### config.mk
export PLATFORM = sky130hd
export DESIGN_NAME = mem_access_unit
export DESIGN_NICKNAME = d
export VERILOG_FILES = /design/src/rtl/mem_access_unit.sv
export SDC_FILE = /design/constraint.sdc
export NUM_CORES = 1
export LEC_CHECK = 0
export BUFFER_PORTS_ARGS = -buffer_cell sky130_fd_sc_hd__buf_2
export CELL_PAD_IN_SITES_DETAIL_PLACEMENT = 0
export CELL_PAD_IN_SITES_GLOBAL_PLACEMENT = 1
export CORE_MARGIN = 2
export CORE_UTILIZATION = 34
export CTS_CLUSTER_DIAMETER = 150
export DETAILED_ROUTE_END_ITERATION = 10
export PLACE_DENSITY = 0.83
export SYNTH_ARGS = -nofsm -noshare
export SYNTH_HDL_FRONTEND = slang
export SYNTH_SLANG_ARGS = --single-unit
### constraint.sdc
create_clock -name clk_i -period 2.4 [get_ports clk_i]
set_input_delay 0.36 -clock clk_i [delete_from_list [all_inputs] [get_ports clk_i]]
set_output_delay 0.36 -clock clk_i [all_outputs]
set_load 0.01 [all_outputs]
### src/rtl/mem_access_unit.sv
// mem_access_unit: load/store unit driving one Wishbone classic-cycle transaction per request
module mem_access_unit #(
  parameter int ADDR_WIDTH = 32,
  parameter int DATA_WIDTH = 32
) (
  input  logic                  clk_i,
  input  logic                  rst_i,
  input  logic                  req_valid_i,
  output logic                  req_ready_o,
  input  logic                  req_we_i,
  input  logic [1:0]            req_size_i,
  input  logic                  req_unsigned_i,
  input  logic [ADDR_WIDTH-1:0] req_addr_i,
  input  logic [DATA_WIDTH-1:0] req_wdata_i,
  output logic                  done_o,
  output logic                  misalign_o,
  output logic [DATA_WIDTH-1:0] rdata_o,
  output logic                  wb_cyc_o,
  output logic                  wb_stb_o,
  input  logic                  wb_ack_i,
  output logic [ADDR_WIDTH-1:0] wb_adr_o,
  output logic [DATA_WIDTH-1:0] wb_dat_o,
  input  logic [DATA_WIDTH-1:0] wb_dat_i,
  output logic [3:0]            wb_sel_o,
  output logic                  wb_we_o
);
  typedef enum logic [1:0] {IDLE, ACCESS, DONE} state_t;
  state_t state, state_nx;
  logic [1:0] size_q, off_q;
  logic uns_q, accept, mis;
  logic [DATA_WIDTH-1:0] lane, ext;
  assign req_ready_o = state == IDLE;
  assign accept = req_ready_o && req_valid_i;
  assign mis = req_size_i == 2'b11 || (req_size_i == 2'b01 && req_addr_i[0]) ||
               (req_size_i == 2'b10 && |req_addr_i[1:0]);
  assign lane = wb_dat_i >> {off_q, 3'b000};
  assign ext = size_q == 2'b00 ? {{(DATA_WIDTH-8){~uns_q & lane[7]}}, lane[7:0]} :
               size_q == 2'b01 ? {{(DATA_WIDTH-16){~uns_q & lane[15]}}, lane[15:0]} : lane;
  always_comb begin
    state_nx = state;
    case (state)
      IDLE:    state_nx = accept ? (mis ? DONE : ACCESS) : IDLE;
      ACCESS:  state_nx = wb_ack_i ? DONE : ACCESS;
      default: state_nx = IDLE;
    endcase
  end
  always_ff @(posedge clk_i) begin
    if (rst_i) begin
      state      <= IDLE;
      size_q     <= '0;
      off_q      <= '0;
      uns_q      <= 1'b0;
      done_o     <= 1'b0;
      misalign_o <= 1'b0;
      rdata_o    <= '0;
      wb_cyc_o   <= 1'b0;
      wb_stb_o   <= 1'b0;
      wb_we_o    <= 1'b0;
      wb_adr_o   <= '0;
      wb_dat_o   <= '0;
      wb_sel_o   <= '0;
    end else begin
      state  <= state_nx;
      done_o <= 1'b0;
      if (accept) begin
        size_q     <= req_size_i;
        off_q      <= req_addr_i[1:0];
        uns_q      <= req_unsigned_i;
        wb_cyc_o   <= ~mis;
        wb_stb_o   <= ~mis;
        wb_we_o    <= req_we_i & ~mis;
        wb_adr_o   <= {req_addr_i[ADDR_WIDTH-1:2], 2'b00};
        wb_dat_o   <= req_wdata_i << {req_addr_i[1:0], 3'b000};
        wb_sel_o   <= req_size_i == 2'b00 ? 4'b0001 << req_addr_i[1:0] :
                      req_size_i == 2'b01 ? 4'b0011 << req_addr_i[1:0] : 4'b1111;
        done_o     <= mis;
        misalign_o <= mis;
        if (mis) rdata_o <= '0;
      end
      // the ack edge ends the bus cycle and publishes the extended load data
      if (state == ACCESS && wb_ack_i) begin
        wb_cyc_o <= 1'b0;
        wb_stb_o <= 1'b0;
        wb_we_o  <= 1'b0;
        done_o   <= 1'b1;
        rdata_o  <= wb_we_o ? '0 : ext;
      end
    end
  end
endmodule

==> summary.md, run 1 <==
| Metric | Value |
|---|---|
| Status | `complete, no violations` |
| DR DRC count | `0` |
| Layout fillers | `1,386` |
| Die Ht | `122.7 microns` |
| Inserted Clock Buffers | `9` |
| Final period util | `81.73%` |
| Post-CTS setup buffer count | `0` |
| Remaining global-route overflow | `0` |
| Yosys top cell area share | `45.52%` |
| Busiest grt layer | `met2` |
| Largest net degree at the start of global routing | `67` |
| Post-synth ARST share | `0%` |
| YS warnings | `0` |
| Initial core utilization | `34.67%` |
| Internal | `3.041 mW` |
| Seq/Total Area, Yosys | `45.52%` |
| Area leader, netlist | `dfxtp_1` |
| Post_cts resized | `0` |
| Worst-margin pin slew | `0.6984 ns` |
| Finish-stage setup viols | `0` |
| Critical Setup Path Class | `flop to flop` |
| Worst-skew pair later-pin latency | `0.35 ns` |
| Min-Delay Path Class | `input pin to flop` |
| Switch share | `approximately 28%` |
| Starting DRT DRC Count | `266` |
| WP data arrival | `2.24 ns` |
| Antenna-violating nets left | `0` |
| H-Tree Depth | `3` |
| Peak supply drop | `0.5807 mV` |
| Area Overhead vs Synth | `30.33%` |
| FF+latch count, synth | `109` |
| Nets | `between 800 and 900` |
| Part of the power in the clock network | `35.8%` |
| Leakage | `2.837 nW` |
| Crit-path max cell delay | `about 0.80 ns` |
| Startpoint Class | `flop` |
| Setup ws final | `0.4384 ns` |
| Post-synth EDFFs | `0` |
| Setup_tns | `0 ns` |
| PwrDens | `675.2 mW/mm^2` |
| Vias in the first global route | `4,276` |
| Synth top area cells | `dfxtp_1 (46%), a21oi_1 (9.0%), nand2_1 (8.1%), mux2i_1 (5.0%), a22oi_1 (3.9%)` |
| Fin crit period | `between 1.5 and 2 ns` |
| Fmax | `509.8 MHz` |
| Max Cap Viol | `0` |
| Post-synthesis cell area | `0.004793 sq mm` |
| Place WS | `0.4226 ns` |
| Clock tree buffer depth | `2` |
| Router iterations before antenna repair | `4` |
| Crit path max fanout | `16` |
| Final Slew Violations | `0` |
| Hold Buf Count CTS | `0` |
| Worst Skew | `around 0.0074 ns` |
| Critical path's slowest cell | `or4_1` |
| I/O pin count | `210` |
| Synth cell types | `38` |
| RSZ-0062 raised after global routing | `false` |
| CTS tree | `yes` |
| First-pass GRT wire length | `21.44 mm` |
| Fraction of layout cells with a size suffix above 1 | `a little over a third` |
| Top FF cell, synth | `dfxtp_1` |
| Vias | `4,701` |
| Placer congestion estimate | `0.8121` |
| Gr usage total | `18.16%` |
| Post-Synthesis Cells | `555` |
| CP Cell Sequence | `mux2i_1, o211a_1, or4_1, a21oi_1` |
| Clock Pin Slew Worst Setup and Hold Paths | `0.07 ns` |
| Via-to-Cell Ratio | `5.093` |
| M2 GR Usage | `29.42%` |
| Core area | `0.01383 sq mm` |
| Die width | `roughly 120 microns` |
| Number of port buffers | `207` |
| Nature of the critical path endpoint | `flop` |
| Worst slew margin relative to its limit | `53.44%` |
| Clk sink count | `109` |
| Dpl hpwl | `between 10 and 15 mm` |
| Standard-cell rows | `43` |
| Clk root buf | `clkbuf_16` |
| Syn_area_per_cell | `about 8.6 sq um` |
| Switching power | `around 1.2 mW` |
| Die ar. | `approximately 0.015 sq mm` |
| Grt met1 use | `22.89%` |
| Routed WL per cell | `15.25 microns` |
| Drt total wl | `14.07 mm` |
| Initial antenna violation count | `0` |
| Reg power frac | `46.7%` |
| Req. time, crit path | `2.68 ns` |
| Worst path top cell family by delay | `simple AND/OR/NAND/NOR gates` |
| Met3 usage | `5.483%` |
| Logic pwr share | `17.4%` |
| Final Hold Viols | `0` |
| Worst path bufs/invs | `0` |
## power groups by stage
stage	logic, mW	clock network, mW	registers, mW
floorplan	0.397	0	2.05
global placement	0.726	0	2.01
detailed placement	0.737	0	2.01
CTS	0.739	1.55	1.97
global route	0.812	1.63	1.99
finish	0.736	1.51	1.97
## synthesized netlist by cell type (2+ instances only)
library cell	n
nor2_1	37
a22o_1	8
inv_1	2
nand2b_1	3
mux2i_1	24
and3b_1	2
mux4_2	8
buf_1	6
nor2b_1	4
clkbuf_1	35
a22oi_1	25
buf_6	2
a221oi_1	8
nand3_1	16
ha_1	4
mux2_2	16
nor3_1	25
o21ai_0	7
a21oi_1	86
nor3b_1	2
buf_2	4
dfxtp_1	109
buf_4	3
nand2_1	103
a2111oi_0	3
## logic make-up after synthesis
| family | Yosys count | share of synthesized area (%) |
|---|---|---|
| AO/OA/AOI/OAI | 142 | 18.06 |
| adder cells (fa/ha/maj) | 4 | 1.044 |
| buffers and inverters | 53 | 4.803 |
| flip-flops | 109 | 45.52 |
| multiplexers | 48 | 12.53 |
| other | 1 | 0.07823 |
| AND/OR/NAND/NOR | 198 | 17.96 |
## sequential cells by signal, indices dropped and copies added (netlist names)
register	count
done_o	1
uns_q	1
state	2
wb_we_o	1
wb_dat_o	32
rdata_o	32
wb_stb_o	1
misalign_o	1
wb_adr_o	30
size_q	2
wb_sel_o	4
off_q	2
## cell usage in the layout (no fill, tap or decap), types with 2 or more instances in the layout
cell type,instances
and3b_1,2
a221oi_1,8
nor3_1,25
nor2b_1,4
nand3_1,16
mux2i_1,24
ha_1,4
a21oi_1,86
buf_2,206
nand2b_1,3
a2111oi_0,3
conb_1,2
nor2_1,37
o21ai_0,7
mux2_2,16
nand2_1,103
buf_4,14
a22o_1,8
dfxtp_1,109
a22oi_1,25
inv_1,2
mux4_2,8
clkbuf_16,9
## final timing paths
check | cells after the start | startpoint | endpoint | slack [ns]
setup reg to reg | 4 | off_q[0]$_SDFFE_PP0N_ | rdata_o[18]$_SDFFE_PP0P_ | 0.44
setup / recovery | 4 | off_q[0]$_SDFFE_PP0N_ | rdata_o[18]$_SDFFE_PP0P_ | 0.44
hold / removal | 3 | req_addr_i[21] | wb_adr_o[21]$_SDFFE_PP0N_ | 0.24
hold reg to reg | 2 | wb_adr_o[31]$_SDFFE_PP0N_ | wb_adr_o[31]$_SDFFE_PP0N_ | 0.45
## through the flow
stage               instance area [sq um]  std cells  hold slack [ns]  total power, mW  util [%]
finish                               6247        923           0.2390            4.218     45.18
global route                         6245        922           0.2259            4.426     45.16
CTS                                  6245        922           0.2272            4.260     45.16
detailed placement                   5944        906           0.4432            2.751     42.99
global placement                     5944        906           0.4391            2.737     42.99
floorplan                            4797        556           0.4446            2.445         -
## tightest hold or removal path, delay by kind of cell
family	cells	cell delay, ns
AND/OR/NAND/NOR	1	0.04
AO/OA/AOI/OAI	1	0.05
buffers and inverters	1	0.09
## area by class of cell
type | count | area [sq um] | share of cell area [%]
multi-input cells | 394 | 2390 | 38.25
flip-flops and latches | 109 | 2182 | 34.93
repair buffers | 220 | 1136 | 18.19
clock buffers | 10 | 229.0 | 3.665
well taps | 180 | 225.2 | 3.605
clock inverters | 6 | 71.32 | 1.142
inverters | 3 | 11.26 | 0.1803
diodes | 1 | 2.502 | 0.04006
## per-layer routing
metal  wire, microns  part of all wire, %
met1            5974                   42
met2            6813                   48
met3            1035                  7.4
met4             250                  1.8
met5               0                    0
No activity file was read; power rests on OpenSTA's default activity.
==> run 2, diff against run 1 <==
--- a/config.mk
+++ b/config.mk
@@ -9,10 +9,10 @@
 export CELL_PAD_IN_SITES_DETAIL_PLACEMENT = 0
 export CELL_PAD_IN_SITES_GLOBAL_PLACEMENT = 1
 export CORE_MARGIN = 2
-export CORE_UTILIZATION = 34
+export CORE_UTILIZATION = 31
 export CTS_CLUSTER_DIAMETER = 150
 export DETAILED_ROUTE_END_ITERATION = 10
-export PLACE_DENSITY = 0.83
+export PLACE_DENSITY = 0.8
 export SYNTH_ARGS = -nofsm -noshare
 export SYNTH_HDL_FRONTEND = slang
 export SYNTH_SLANG_ARGS = --single-unit
==> constraint.sdc (replaced) <==
create_clock -name clk_i -period 1.71 [get_ports clk_i]
set_input_delay 0.2565 -clock clk_i [delete_from_list [all_inputs] [get_ports clk_i]]
set_output_delay 0.2565 -clock clk_i [all_outputs]
set_load 0.01 [all_outputs]
==> summary.md, run 2 (synthesis results as in run 1) <==
| Metric | Value |
|---|---|
| Final Slew Violations | `0 (unchanged)` |
| Layout fillers | `1,585 (was 1,386)` |
| Critical Setup Path Class | `flop to flop (unchanged)` |
| Vias | `4,690 (was 4,701)` |
| Placed insts | `929 (was 906)` |
| Min-Delay Path Class | `input pin to flop (unchanged)` |
| Dpl hpwl | `10.72 mm (was 10.36 mm)` |
| Core area | `0.01515 sq mm (was 0.01383 sq mm)` |
| Multi-input gate area | `0.002431 sq mm (was 0.002390 sq mm)` |
| Clock tree buffer depth | `2 (unchanged)` |
| Startpoint Class | `flop (unchanged)` |
| DR DRC count | `0 (unchanged)` |
| Placer congestion estimate | `0.8118 (was 0.8121)` |
| Ant diodes | `0 (was 1)` |
| Worst-skew pair later-pin latency | `0.35 ns (about the same)` |
| FF+latch area | `0.002190 sq mm (was 0.002182 sq mm)` |
| Largest net degree at the start of global routing | `102 (was 67)` |
| WP data arrival | `1.93 ns (was 2.24 ns)` |
| Nature of the critical path endpoint | `flop (unchanged)` |
| Die Ht | `128.3 microns (was 122.7 microns)` |
| Max Cap Viol | `0 (unchanged)` |
| Finish-stage setup viols | `0 (unchanged)` |
| Setup_tns | `0 ns (unchanged)` |
| Fmax | `603.7 MHz (was 509.8 MHz)` |
| Die ar. | `0.01647 sq mm (was 0.01506 sq mm)` |
| Routed WL per cell | `15.54 microns (was 15.25 microns)` |
| Router iterations before antenna repair | `4 (unchanged)` |
| Clk root buf | `clkbuf_16 (unchanged)` |
| Number of port buffers | `207 (unchanged)` |
| Standard-cell rows | `45 (was 43)` |
| Clk sink count | `109 (unchanged)` |
| Peak supply drop | `0.5107 mV (was 0.5807 mV)` |
| H-Tree Depth | `3 (unchanged)` |
| Worst slew margin relative to its limit | `57.78% (was 53.44%)` |
| Drt total wl | `14.69 mm (was 14.07 mm)` |
| Antenna-violating nets left | `0 (unchanged)` |
| Worst Skew | `0.003961 ns (was 0.007390 ns)` |
| Hold Buf Count CTS | `0 (unchanged)` |
| Worst-margin pin slew | `0.6333 ns (was 0.6984 ns)` |
| Initial antenna violation count | `0 (unchanged)` |
| Most frequent cells in the layout | `buf_2 (206), dfxtp_1 (105), nand2_1 (103), a21oi_1 (84), nor2_1 (37) (was buf_2 (206), dfxtp_1 (109), nand2_1 (103), a21oi_1 (86), nor2_1 (37))` |
| Crit path max fanout | `8 (was 16)` |
| Status | `complete, no violations (unchanged)` |
| Starting DRT DRC Count | `236 (was 266)` |
| I/O pin count | `210 (unchanged)` |
| Initial core utilization | `31.65% (was 34.67%)` |
| Fin crit period | `1.657 ns (was 1.962 ns)` |
| Post-CTS setup buffer count | `0 (unchanged)` |
| Area Overhead vs Synth | `35.81% (was 30.33%)` |
| PwrDens | `919.4 mW/mm^2 (was 675.2 mW/mm^2)` |
| Final Hold Viols | `0 (unchanged)` |
| Fraction of layout cells with a size suffix above 1 | `37.91% (was 35.44%)` |
| Final period util | `96.87% (was 81.73%)` |
| Gr usage total | `17.30% (was 18.16%)` |
| Nets | `861 (was 845)` |
| Inserted Clock Buffers | `9 (unchanged)` |
| RSZ-0062 raised after global routing | `false (unchanged)` |
| Clock Pin Slew Worst Setup and Hold Paths | `0.07 ns (about the same)` |
| Die width | `128.3 microns (was 122.7 microns)` |
| Top flop regs | `rdata_o: 32 flops, wb_dat_o: 32 flops, wb_adr_o: 30 flops (unchanged)` |
| Leakage | `2.961 nW (was 2.837 nW)` |
| Vias in the first global route | `4,307 (was 4,276)` |
| First-pass GRT wire length | `22.46 mm (was 21.44 mm)` |
| Most common cell after layout, fill and taps aside | `buf_2 (unchanged)` |
| Via-to-Cell Ratio | `4.963 (was 5.093)` |
| CTS tree | `yes (unchanged)` |
| Remaining global-route overflow | `0 (unchanged)` |
| Non-filler cells in the finished layout | `945 (was 923)` |
| Req. time, crit path | `1.99 ns (was 2.68 ns)` |
[run 2: cell count changes in the layout (fill, tap and decap cells not counted), moves of 2 or more]
cell	change
a21oi_2	+2
buf_4	+7
buf_6	+2
a21oi_1	-2
buf_12	+7
dfxtp_2	+3
dfxtp_1	-4
[run 2: routing by layer]
layer	track usage [%]	vias up	wire length (microns)
met5	0	-	0
met4	5.107	0	218
met3	5.073	16	1016
met2	28.00	154	6823
met1	22.47	2169	6631
li1	-	2351	-
[run 2: cell type report]
type                            instances  share of cell area (%)
Multi-Input combinational cell        394                   37.34
Sequential cell                       109                   33.63
Clock inverter                          4                  0.7496
Inverter                                3                  0.1730
Clock buffer                           11                   3.729
Tap cell                              188                   3.613
Timing Repair Buffer                  236                   20.76
[run 2: power breakdown]
group	total (mW)	leakage (nW)	switching (mW)	internal, mW
combinational	1.14	1.92	0.635	0.506
sequential	2.76	0.893	0.0817	2.68
clock	2.08	0.145	0.914	1.17
[run 2: metrics by stage]
stage / instance area (sq um) / total power, mW / hold WS (ns) / util, % / setup WS [ns]
6_report: 6510 / 5.985 / 0.1387 / 42.98 / 0.05347
4_1_cts: 6466 / 6.057 / 0.1213 / 42.69 / 0.01383
5_1_grt: 6510 / 6.299 / 0.1294 / 42.98 / 0.004053
2_1_floorplan: 4846 / 3.445 / 0.3925 / - / 0.003515
3_5_place_dp: 6165 / 3.954 / 0.4448 / 40.70 / -0.1090
3_3_place_gp: 6165 / 3.948 / 0.4373 / 40.70 / -0.04668
[run 2: critical path: stages (launching register included)]
cell     delay (ns)
dfxtp_4        0.38
mux2i_1        0.15
o211a_1        0.22
or4_4          0.55
buf_6          0.16
a21oi_1        0.12
[run 2: final timing paths]
kind	start	to	slack, ns	cells after the start
setup / recovery	off_q[0]$_SDFFE_PP0N_	rdata_o[25]$_SDFFE_PP0P_	0.05	5
setup reg to reg	off_q[0]$_SDFFE_PP0N_	rdata_o[25]$_SDFFE_PP0P_	0.05	5
hold reg to reg	wb_dat_o[28]$_SDFFE_PP0N_	wb_dat_o[28]$_SDFFE_PP0N_	0.45	2
hold / removal	req_addr_i[26]	wb_adr_o[26]$_SDFFE_PP0N_	0.14	3
[run 2: what timing repair did]
action	in CTS	in global routing
endpoints found under the setup margin	3	32
pin swaps	1	2
gates cloned	0	1
gates resized for setup	3	13
==> run 3, diff against run 2 <==
--- a/config.mk
+++ b/config.mk
@@ -9,10 +9,10 @@
 export CELL_PAD_IN_SITES_DETAIL_PLACEMENT = 0
 export CELL_PAD_IN_SITES_GLOBAL_PLACEMENT = 1
 export CORE_MARGIN = 2
-export CORE_UTILIZATION = 31
+export CORE_UTILIZATION = 36
 export CTS_CLUSTER_DIAMETER = 150
 export DETAILED_ROUTE_END_ITERATION = 10
-export PLACE_DENSITY = 0.8
+export PLACE_DENSITY = 0.87
 export SYNTH_ARGS = -nofsm -noshare
 export SYNTH_HDL_FRONTEND = slang
 export SYNTH_SLANG_ARGS = --single-unit
==> constraint.sdc (replaced) <==
create_clock -name clk_i -period 2.1 [get_ports clk_i]
set_input_delay 0.315 -clock clk_i [delete_from_list [all_inputs] [get_ports clk_i]]
set_output_delay 0.315 -clock clk_i [all_outputs]
set_load 0.01 [all_outputs]
==> summary.md, run 3 (synthesis results as in run 1) <==
| Metric | Value |
|---|---|
| Status | `complete, no violations (unchanged)` |
| Min-Delay Path Class | `input pin to flop (unchanged)` |
| H-Tree Depth | `3 (unchanged)` |
| Worst Skew | `0.003569 ns (was 0.003961 ns)` |
| Worst setup path startpoint | `off_q[0]$_SDFFE_PP0N_ (unchanged)` |
| Startpoint Class | `flop (unchanged)` |
| Switching power | `1.320 mW (was 1.631 mW)` |
| Final Hold Viols | `0 (unchanged)` |
| CP Depth | `4 (was 5)` |
| Logic pwr share | `17.5% (was 19.1%)` |
| Peak supply drop | `0.3506 mV (was 0.5107 mV)` |
| CP Cell Sequence | `mux2i_1, o211a_1, or4_1, a21oi_1 (was mux2i_1, o211a_1, or4_4, buf_6, a21oi_1)` |
| Ant diodes | `0 (unchanged)` |
| Reg power frac | `45.5% (was 46.2%)` |
| FF-to-FF Start | `off_q[0]$_SDFFE_PP0N_ (unchanged)` |
| Placer congestion estimate | `0.8473 (was 0.8118)` |
| Grt met1 use | `26.01% (was 22.47%)` |
| Critical Setup Path Class | `flop to flop (unchanged)` |
| Largest net degree at the start of global routing | `69 (was 102)` |
| Met3 usage | `4.550% (was 5.073%)` |
| Final Slew Violations | `0 (unchanged)` |
| Layout fillers | `1,291 (was 1,585)` |
| Post-layout instance area | `0.006299 sq mm (was 0.006510 sq mm)` |
| HP Start | `req_addr_i[14] (was req_addr_i[26])` |
| Nets | `847 (was 861)` |
| Worst path top cell family by delay | `simple AND/OR/NAND/NOR gates (unchanged)` |
| Most frequent cells in the layout | `buf_2 (206), dfxtp_1 (109), nand2_1 (103), a21oi_1 (86), nor2_1 (37) (was buf_2 (206), dfxtp_1 (105), nand2_1 (103), a21oi_1 (84), nor2_1 (37))` |
| Clk sink count | `109 (unchanged)` |
| Final period util | `93.08% (was 96.87%)` |
| Vias in the first global route | `4,500 (was 4,307)` |
| Initial core utilization | `36.49% (was 31.65%)` |
| Worst path bufs/invs | `0 (was 1)` |
| RSZ-0062 raised after global routing | `false (unchanged)` |
| Switch share | `26.66% (was 27.24%)` |
| End of the critical path | `rdata_o[26]$_SDFFE_PP0P_ (was rdata_o[25]$_SDFFE_PP0P_)` |
| DR DRC count | `0 (unchanged)` |
| Via-to-Cell Ratio | `5.211 (was 4.963)` |
| I/O pin count | `210 (unchanged)` |
| Part of the power in the clock network | `37.1% (was 34.8%)` |
| Inserted Clock Buffers | `9 (unchanged)` |
| Fraction of layout cells with a size suffix above 1 | `35.35% (was 37.91%)` |
| Busiest grt layer | `met2 (unchanged)` |
| Area Overhead vs Synth | `31.40% (was 35.81%)` |
| Crit path max fanout | `16 (was 8)` |
| Max Cap Viol | `0 (unchanged)` |
| Number of port buffers | `207 (unchanged)` |
| Starting DRT DRC Count | `312 (was 236)` |
| Gr usage total | `20.15% (was 17.30%)` |
| Vias | `4,794 (was 4,690)` |
| Dpl hpwl | `10.60 mm (was 10.72 mm)` |
| Clk root buf | `clkbuf_16 (unchanged)` |
| Leakage | `2.864 nW (was 2.961 nW)` |
| Antenna-violating nets left | `0 (unchanged)` |
| Internal | `3.632 mW (was 4.355 mW)` |
| Crit-path max cell delay | `0.80 ns (was 0.55 ns)` |
| Post-place instance area | `0.005979 sq mm (was 0.006165 sq mm)` |
| Worst slew margin relative to its limit | `53.47% (was 57.78%)` |
| Core area | `0.01314 sq mm (was 0.01515 sq mm)` |
| Routed WL per cell | `15.63 microns (was 15.54 microns)` |
| Nature of the critical path endpoint | `flop (unchanged)` |
| FF-to-FF setup slack | `0.15 ns (was 0.05 ns)` |
| Post-CTS setup buffer count | `0 (unchanged)` |
| Router iterations before antenna repair | `5 (was 4)` |
| Setup ws final | `0.1453 ns (was 0.05347 ns)` |
| Top flop regs | `rdata_o: 32 flops, wb_dat_o: 32 flops, wb_adr_o: 30 flops (unchanged)` |
| Initial antenna violation count | `0 (unchanged)` |
| Clock Pin Slew Worst Setup and Hold Paths | `0.07 ns (about the same)` |
| Setup_tns | `0 ns (unchanged)` |
| Hold Buf Count CTS | `0 (unchanged)` |
| CTS tree | `yes (unchanged)` |
| Fin crit period | `1.955 ns (was 1.657 ns)` |
| Die width | `119.4 microns (was 128.3 microns)` |
| Place WS | `0.1897 ns (was -0.1090 ns)` |
| PwrDens | `786.2 mW/mm^2 (was 919.4 mW/mm^2)` |
| Fmax | `511.6 MHz (was 603.7 MHz)` |
| Drt total wl | `14.38 mm (was 14.69 mm)` |
| Worst-skew pair later-pin latency | `0.35 ns (about the same)` |
| Worst R2R End | `rdata_o[26]$_SDFFE_PP0P_ (was rdata_o[25]$_SDFFE_PP0P_)` |
| R2R depth | `4 (was 5)` |
| Most common cell after layout, fill and taps aside | `buf_2 (unchanged)` |
| Remaining global-route overflow | `0 (unchanged)` |
| First-pass GRT wire length | `22.88 mm (was 22.46 mm)` |
| Critical path's slowest cell | `or4_1 (was or4_4)` |
| Die ar. | `0.01425 sq mm (was 0.01647 sq mm)` |
| Post_cts resized | `0 (was 3)` |
| Clock tree buffer depth | `2 (unchanged)` |
| Finish-stage setup viols | `0 (unchanged)` |
| Die Ht | `119.4 microns (was 128.3 microns)` |
| Worst-margin pin slew | `0.6979 ns (was 0.6333 ns)` |
| WP data arrival | `2.23 ns (was 1.93 ns)` |
| M2 GR Usage | `32.47% (was 28.00%)` |
| Standard-cell rows | `42 (was 45)` |
| Req. time, crit path | `2.38 ns (was 1.99 ns)` |
## run 3: final cells by class
type / instances / area (sq um) / share of cell area, %
sequential: 109 / 2182 / 34.64
multi-input combinational: 394 / 2390 / 37.94
tap: 176 / 220.2 / 3.496
inverter: 3 / 11.26 / 0.1788
clock inverter: 3 / 68.82 / 1.093
clock buffer: 13 / 250.2 / 3.973
timing repair buffer: 222 / 1176 / 18.67
## run 3: worst min-delay path, stage by stage
cell	delay, ns
buf_2	0.10
nand2_1	0.04
a21oi_1	0.05
## run 3: worst min path at each step
stage                                            to  slack, ns  cells past startpoint
after floorplan                  uns_q$_SDFFE_PP0N_       0.44                      2
after global placement     wb_adr_o[2]$_SDFFE_PP0N_       0.44                      2
after detailed placement  wb_adr_o[14]$_SDFFE_PP0N_       0.44                      2
after CTS                 wb_adr_o[14]$_SDFFE_PP0N_       0.18                      3
after global routing      wb_adr_o[14]$_SDFFE_PP0N_       0.19                      3
final                     wb_adr_o[14]$_SDFFE_PP0N_       0.20                      3
## run 3: per-layer routing
| layer | routed length (microns) | part of all wire (%) |
|---|---|---|
| met1 | 6264 | 44 |
| met2 | 6874 | 48 |
| met3 | 873 | 6.1 |
| met4 | 368 | 2.6 |
| met5 | 0 | 0 |
## run 3: power groups by stage
stage	logic [mW]	registers, mW	clock network, mW
final	0.866	2.25	1.83
after global routing	0.949	2.26	1.97
after CTS	0.866	2.25	1.88
after detailed placement	0.861	2.30	0
after global placement	0.847	2.29	0
after floorplan	0.455	2.34	0
## run 3: through the flow
| stage | hold slack, ns | instances | power [mW] | util [%] |
|---|---|---|---|---|
| after floorplan | 0.4446 | 556 | 2.795 | - |
| after global placement | 0.4405 | 904 | 3.139 | 45.51 |
| after detailed placement | 0.4446 | 904 | 3.159 | 45.51 |
| after CTS | 0.1785 | 920 | 4.997 | 47.94 |
| after global routing | 0.1877 | 920 | 5.182 | 47.94 |
| final | 0.1971 | 920 | 4.952 | 47.94 |
